File: src/rtl/vec_issue_ctrl.sv
// Vector instruction issue controller: accepts one decoded op, starts the exec unit, waits for done, hands result to writeback.
// Optional BUSY watchdog enabled by defining VEC_CTRL_TIMEOUT_EN.
module vec_issue_ctrl #(
  parameter int VLEN    = 256,
  parameter int TIMEOUT = 64
) (
  input  logic            clk,
  input  logic            reset_n,
  input  logic            issue_valid,
  output logic            issue_ready,
  input  logic [5:0]      issue_funct6,
  input  logic [2:0]      issue_vsew,
  input  logic [1:0]      issue_src,
  input  logic [4:0]      issue_vd,
  output logic            exec_start,
  output logic [5:0]      exec_funct6,
  output logic [2:0]      exec_vsew,
  output logic [1:0]      exec_src,
  input  logic            exec_done,
  input  logic [VLEN-1:0] exec_result,
  output logic            wb_valid,
  input  logic            wb_ready,
  output logic [4:0]      wb_vd,
  output logic [VLEN-1:0] wb_data,
  output logic            stall,
  output logic            busy,
  output logic [15:0]     op_cycles,
  output logic            err
);

  typedef enum logic [1:0] {
    IDLE  = 2'd0,
    START = 2'd1,
    BUSY  = 2'd2,
    WB    = 2'd3
  } state_t;

  state_t      state, state_nxt;
  logic [15:0] cyc_cnt;
  logic        accept;
  logic        done_hit;
  logic        tmo_hit;

  function automatic logic [15:0] sat_inc16(input logic [15:0] v);
    return (v == 16'hFFFF) ? v : v + 16'd1;
  endfunction

  assign issue_ready = (state == IDLE);
  assign stall       = issue_valid & ~issue_ready;
  assign busy        = (state != IDLE);
  assign exec_start  = (state == START);
  assign wb_valid    = (state == WB);
  assign accept      = issue_ready & issue_valid;
  // done is only meaningful in BUSY; in START it is still the previous op's level
  assign done_hit    = (state == BUSY) & exec_done;

`ifdef VEC_CTRL_TIMEOUT_EN
  assign tmo_hit = (state == BUSY) & ~exec_done & (cyc_cnt == 16'(TIMEOUT));

  always_ff @(posedge clk or negedge reset_n) begin
    if (!reset_n) begin
      err <= 1'b0;
    end else if (tmo_hit) begin
      err <= 1'b1;
    end
  end
`else
  localparam int tmo_unused = TIMEOUT;
  assign tmo_hit = 1'b0;
  assign err     = 1'b0;
`endif

  always_comb begin
    state_nxt = state;
    case (state)
      IDLE:    if (issue_valid) state_nxt = START;
      START:   state_nxt = BUSY;
      BUSY: begin
        if (exec_done)    state_nxt = WB;
        else if (tmo_hit) state_nxt = IDLE;
      end
      WB:      if (wb_ready) state_nxt = IDLE;
      default: state_nxt = IDLE;
    endcase
  end

  // control: state and BUSY cycle counter
  always_ff @(posedge clk or negedge reset_n) begin
    if (!reset_n) begin
      state   <= IDLE;
      cyc_cnt <= 16'd0;
    end else begin
      state <= state_nxt;
      if (state == START) begin
        cyc_cnt <= 16'd1;
      end else if (state == BUSY) begin
        cyc_cnt <= sat_inc16(cyc_cnt);
      end
    end
  end

  // operand latch on accept, result capture on done
  always_ff @(posedge clk or negedge reset_n) begin
    if (!reset_n) begin
      exec_funct6 <= 6'd0;
      exec_vsew   <= 3'd0;
      exec_src    <= 2'd0;
      wb_vd       <= 5'd0;
      wb_data     <= '0;
      op_cycles   <= 16'd0;
    end else begin
      if (accept) begin
        exec_funct6 <= issue_funct6;
        exec_vsew   <= issue_vsew;
        exec_src    <= issue_src;
        wb_vd       <= issue_vd;
      end
      if (done_hit) begin
        wb_data   <= exec_result;
        op_cycles <= cyc_cnt;
      end else if (tmo_hit) begin
        op_cycles <= 16'(TIMEOUT);
      end
    end
  end

endmodule

File: config.mk
export PLATFORM = sky130hd
export DESIGN_NAME = vec_issue_ctrl
export DESIGN_NICKNAME = d
export VERILOG_FILES = /design/src/rtl/vec_issue_ctrl.sv
export SDC_FILE = /design/constraint.sdc
export NUM_CORES = 1
export LEC_CHECK = 0
export BUFFER_PORTS_ARGS = -buffer_cell sky130_fd_sc_hd__buf_2
export CAP_MARGIN = 20
export CORE_AREA = 5 5 217 219
export CTS_BUF_LIST = sky130_fd_sc_hd__clkbuf_8
export CTS_CLUSTER_DIAMETER = 60
export DETAILED_ROUTE_END_ITERATION = 12
export DIE_AREA = 0 0 222 224
export SYNTH_ARGS = -nofsm -noshare
export SYNTH_HDL_FRONTEND = slang
export SYNTH_SLANG_ARGS = --single-unit
export TNS_END_PERCENT = 50
File: constraint.sdc
create_clock -name clk -period 2.1 [get_ports clk]
set_input_delay 0 -clock clk [delete_from_list [all_inputs] [get_ports clk]]
set_output_delay 0 -clock clk [all_outputs]
set_load 0.1 [all_outputs]
# --- Word-level counts from Yosys, hierarchy flattened ---
# Index checks and enable logic that the tools add are counted.
# Widths: inputs -> output; s select.
word_totals:
  out_inout_bits: 294
  register_bits: 306
  wordCells: 33
  in_bits: 277
classes:
  n_reduce_logical: 5
  addsub: 1
  bitwise: 4
  n_eq_ne: 8
  n_mux: 7
op_table:
  columns: ["cell", "n"]
  rows:
  - ["$mux 16", 3]
  - ["$add 16x1->16 const B", 1]
  - ["$eq 16x16->1 const B", 1]
  - ["$pmux 2 s4", 1]
  - ["$mux 2", 3]
  - ["$ne 2x2->1 const B", 3]
  - ["$eq 2x2->1 const B", 2]
  - ["$reduce_bool 2->1", 2]
  - ["$and 1x1->1", 3]
  - ["$reduce_and 3->1", 1]
  - ["$eq 2x1->1 const B", 1]
  - ["$logic_not 2->1", 1]
  - ["$ne 2x1->1 const B", 1]
  - ["$reduce_and 2->1", 1]
  - ["$not 1->1", 1]

# --- Depth between registers and ports, before layout ---
depth:
  ltp_word: 4
  ltp_mapped: 7
  mapped_depth_nobuf: 6

# --- Least setup slack after synthesis ---
# Ideal clock, no wire load.
synth_path:
  path_type: "reg-to-output"
  startpoint: "register state[0]"
  endpoint: "output port stall"
  t_arrival_ps: 2453
  path_buffers: 0
  setup_slack_ps: -353
  path_stages_with_launch: 4
  cell_sequence: "dfrtp_1 inv_1 ha_1 nor2_1"
synth_between:
  elab_chain_cells: 3
synth_rtl:
  columns: ["item", "line", "text"]
  rows:
  - ["start: declaration", "38", "state_t state, state_nxt;"]
  - ["start signal: assignment", "93", "state <= state_nxt;"]
  - ["$logic_not 2->1", "48", "assign issue_ready = (state == IDLE);"]
  - ["net issue_ready", "10", "output logic issue_ready,"]
  - ["$not 1->1", "49", "assign stall = issue_valid & ~issue_ready;"]
  - ["$and 1x1->1", "49", null]
  - ["end: declaration", "25", "output logic stall,"]
# The timed path passes the listed nets, and every way through them passes these cells.

# --- Worst setup path after layout ---
layout_path:
  startpoint: "register state[0]"
  endpoint: "register wb_vd[1]"
layout_between:
  elab_chain_cells: 2
layout_rtl:
  columns: ["item", "line", "text"]
  rows:
  - ["$logic_not 2->1", "48", null]
  - ["$and 1x1->1", "53", "assign accept = issue_ready & issue_valid;"]
  - ["end signal: assignment", "116", "wb_vd <= issue_vd;"]
  - ["end: declaration", "23", "output logic [4:0] wb_vd,"]
# Every way passes these cells.
# A chain may end at the register's enable or synchronous reset.

==> run_results.csv <==
group,metric,value,unit
logic_synthesis,synth-main-ff-cell,"dfrtp_1",
min_path,whs_path_depth,3,
worst_setup_path,timing.rr.end,"wb_vd[1]$_DFFE_PN0P_",
routing,vias,9903,
logic_synthesis,synth.most_common_cell,"dfrtp_1",
timing,slew_headroom,63.9,%
min_path,hp-class,"in -> reg",
logic_synthesis,ys_ff_latch,306,
grt,grt_pass1_vias,11400,
worst_setup_path,criticalPathCategory,"reg -> reg",
final_layout,fin_nets,1968,
worst_setup_path,slowest_stage,"dlygate4sd3_1",
logic_synthesis,synth_edf_count,0,
final_layout,drive_above_1_share,57.1,%
logic_synthesis,synthTopCellsByCount,"306 x dfrtp_1, 280 x mux2_2, 34 x clkbuf_1",
routing,routed_wl,39900,um
routing,drtAntennaViolNets,0,
timing,worst_slack,74.3,ps
cts,cts_tree,"yes",
worst_setup_path,rr_worst_depth,6,
worst_setup_path,slowest_delay,570,ps
status,status,"completed",
grt,grt_first_pass_wirelength,62900,um
placed_design,io_buffers,569,
final_layout,fill_cells,4086,
logic_synthesis,synth_top_area_cell,"dfrtp_1",
floorplan,dieArea,49700,um^2
grt,use_met1,17.2,%
floorplan,chipWidth,222,um
logic_synthesis,yosysUniqueCellTypes,44,
timing,finClkSkew,16.6,ps
grt,antenna_found_initial,0,
timing,tightestPinTransition,542,ps
logic_synthesis,syn_inst,748,
placed_design,dp_hpwl,27700,um
cts,numCtsBuffers,54,
grt,grt.overflow.total,0,
routing,firstDrtPassIters,5,
logic_synthesis,avgSynthCellArea,15.7,um^2
timing,hold_viol,0,
grt,top_usage_layer,"met2",
timing,finalSetupViolations,0,
worst_setup_path,arrival,2510,ps
logic_synthesis,seq_area_frac_synth,65.2,%
run,max_cap_viol_count,0,
placed_design,placed_cell_area,15700,um^2
cts,cts_root_buf,"clkbuf_8",
worst_setup_path,critPathLaunch,"state[0]$_DFFE_PN0P_",
grt,grtUsageTotal,15.5,%
logic_synthesis,async_flop_share,100,%
grt,met2_usage,28.3,%
logic_synthesis,syn_nets,1030,
timing,fin_crit_sh,96.5,%
timing,period_needed,2030,ps
routing,avgRoutedWirePerCell,17.1,um
worst_setup_path,start_kind,"flop",
cts,clock_tree.buffer_depth,3,
cts,clkSlewWorstSetupHoldPaths,60,ps
floorplan,core_area,44900,um^2
logic_synthesis,ys_warn_count,0,
cts,worstSkewPairLatency,600,ps
logic_synthesis,ys_top_cells_by_area,"dfrtp_1 65%, mux2_2 27%, clkbuf_1 1.1%",
floorplan,initial_utilization,26.2,%
worst_setup_path,r2r_start,"state[0]$_DFFE_PN0P_",
timing,rsz0062_at_grt,"no",
min_path,min_from,"exec_result[90]",
worst_setup_path,endpoint_kind,"flop",
placed_design,dp_slack,206,ps
placed_design,gp_routability_congestion,0.832,
floorplan,die_y,224,um
floorplan,io_pins,571,
worst_setup_path,cp.required,2580,ps
cts,clock-sinks,306,
grt,grt_start_max_net_pins,52,
routing,drc,0,
worst_setup_path,path_delay_family,"buffers and inverters",
final_layout,stdcell_area,19900,um^2
worst_setup_path,cp_num_buf_inv,3,
final_layout,final_core_util,44.4,%
timing,fmax,0.494,GHz
worst_setup_path,worstPathCellList,"inv_1, ha_2, nand2_1, buf_6, mux2_2, dlygate4sd3_1",
min_path,whs_endpoint,"wb_data[90]$_DFFE_PN0P_",
floorplan,row_count,78,
logic_synthesis,yosysTopAreaCellShare,65.2,%
routing,drt-initial-drc-count,340,
grt,use_met3,4.48,%
cts,cts_htree_levels,2,
worst_setup_path,worstPathMaxFanout,16,
worst_setup_path,rrSetupSlack,70,ps
logic_synthesis,synth_area,11800,um^2
timing,drv_slew,0,
final_layout,synthToLayoutAreaGrowth,69.5,%
final_layout,n_antenna_cell,0,
routing,avgViaCountPerCell,4.25,
-- logic make-up (layout without fill, tap and decap cells) --
logic type / Yosys count / count (layout) / share of synthesized area, %
compound gates: 41 / 41 / 2.43
fa+ha+maj: 5 / 5 / 0.532
buf+inv: 52 / 1032 / 1.77
flops: 306 / 306 / 65.2
mux: 285 / 285 / 27.3
other cells: 1 / 1 / 0.0319
simple gates: 58 / 58 / 2.75
-- worst reg2reg max path, cell delays in order (launching register included) --
cell           delay, ps
dfrtp_1              390
inv_1                 80
ha_2                 230
nand2_1               80
buf_6                190
mux2_2               360
dlygate4sd3_1        570
-- per-layer routing --
metal,wire length [um],vias to the layer above,share of wire [%]
li1,-,4540,-
met1,14600,4907,37
met2,21300,372,53
met3,2690,84,6.7
met4,1280,0,3.2
met5,0,-,0
-- stage by stage --
| stage | hold slack [ps] | setup TNS, ps | instances |
|---|---|---|---|
| after floorplan | -296 | -384 | 748 |
| after global placement | 77.4 | 0 | 1922 |
| after detailed placement | 74.2 | 0 | 1922 |
| after CTS | 71.8 | 0 | 2326 |
| after global routing | 112 | 0 | 2328 |
| final | 162 | 0 | 2328 |
-- what timing repair did --
| item | CTS | global route |
|---|---|---|
| pin swaps | 0 | 1 |
| cloned | 0 | 1 |
| hold buffers | 306 | 0 |
| endpoints found under the setup margin | 1 | 26 |
| hold endpoints to repair | 581 | 0 |
| setup buffers | 0 | 1 |
| resized for setup | 1 | 2 |
-- cell usage in the layout (no fill, tap or decap), types with 6 or more instances in the layout --
master,netlist,layout
clkinv_2,0,6
mux2_2,280,280
inv_1,15,34
buf_4,1,29
dlygate4sd3_1,0,305
nor2_1,7,6
buf_2,0,567
o21ai_0,13,13
nand2_1,15,14
buf_12,0,15
dfrtp_1,306,306
nor3_1,8,8
clkbuf_8,0,71
-- flip-flops by register name (all words and copies together), names as in the netlist --
signal / flops
wb_vd: 5
op_cycles: 16
exec_src: 2
exec_vsew: 3
cyc_cnt: 16
wb_data: 256
state: 2
exec_funct6: 6
-- how the worst max path moves through the flow --
stage	endpoint	slack, ps	depth (start not counted)
final	wb_vd[1]$_DFFE_PN0P_	70	6
after detailed placement	cyc_cnt[1]$_DFFE_PN0P_	210	5
after global routing	wb_vd[1]$_DFFE_PN0P_	3	6
after global placement	cyc_cnt[0]$_DFFE_PN0P_	250	5
after CTS	wb_data[129]$_DFFE_PN0P_	20	6
after floorplan	cyc_cnt[0]$_DFFE_PN0P_	-120	5
-- final cells by class --
cell class,count,area [um^2],share of cell area (%)
tap,600,751,3.77
multi-input combinational,390,3900,19.6
clock inverter,27,116,0.584
timing repair buffer,919,6460,32.4
inverter,15,56.3,0.283
clock buffer,71,977,4.91
sequential,306,7660,38.4
Power is not shown: default switching activity piles up to over one toggle a cycle in this logic, so the estimate is an artifact.
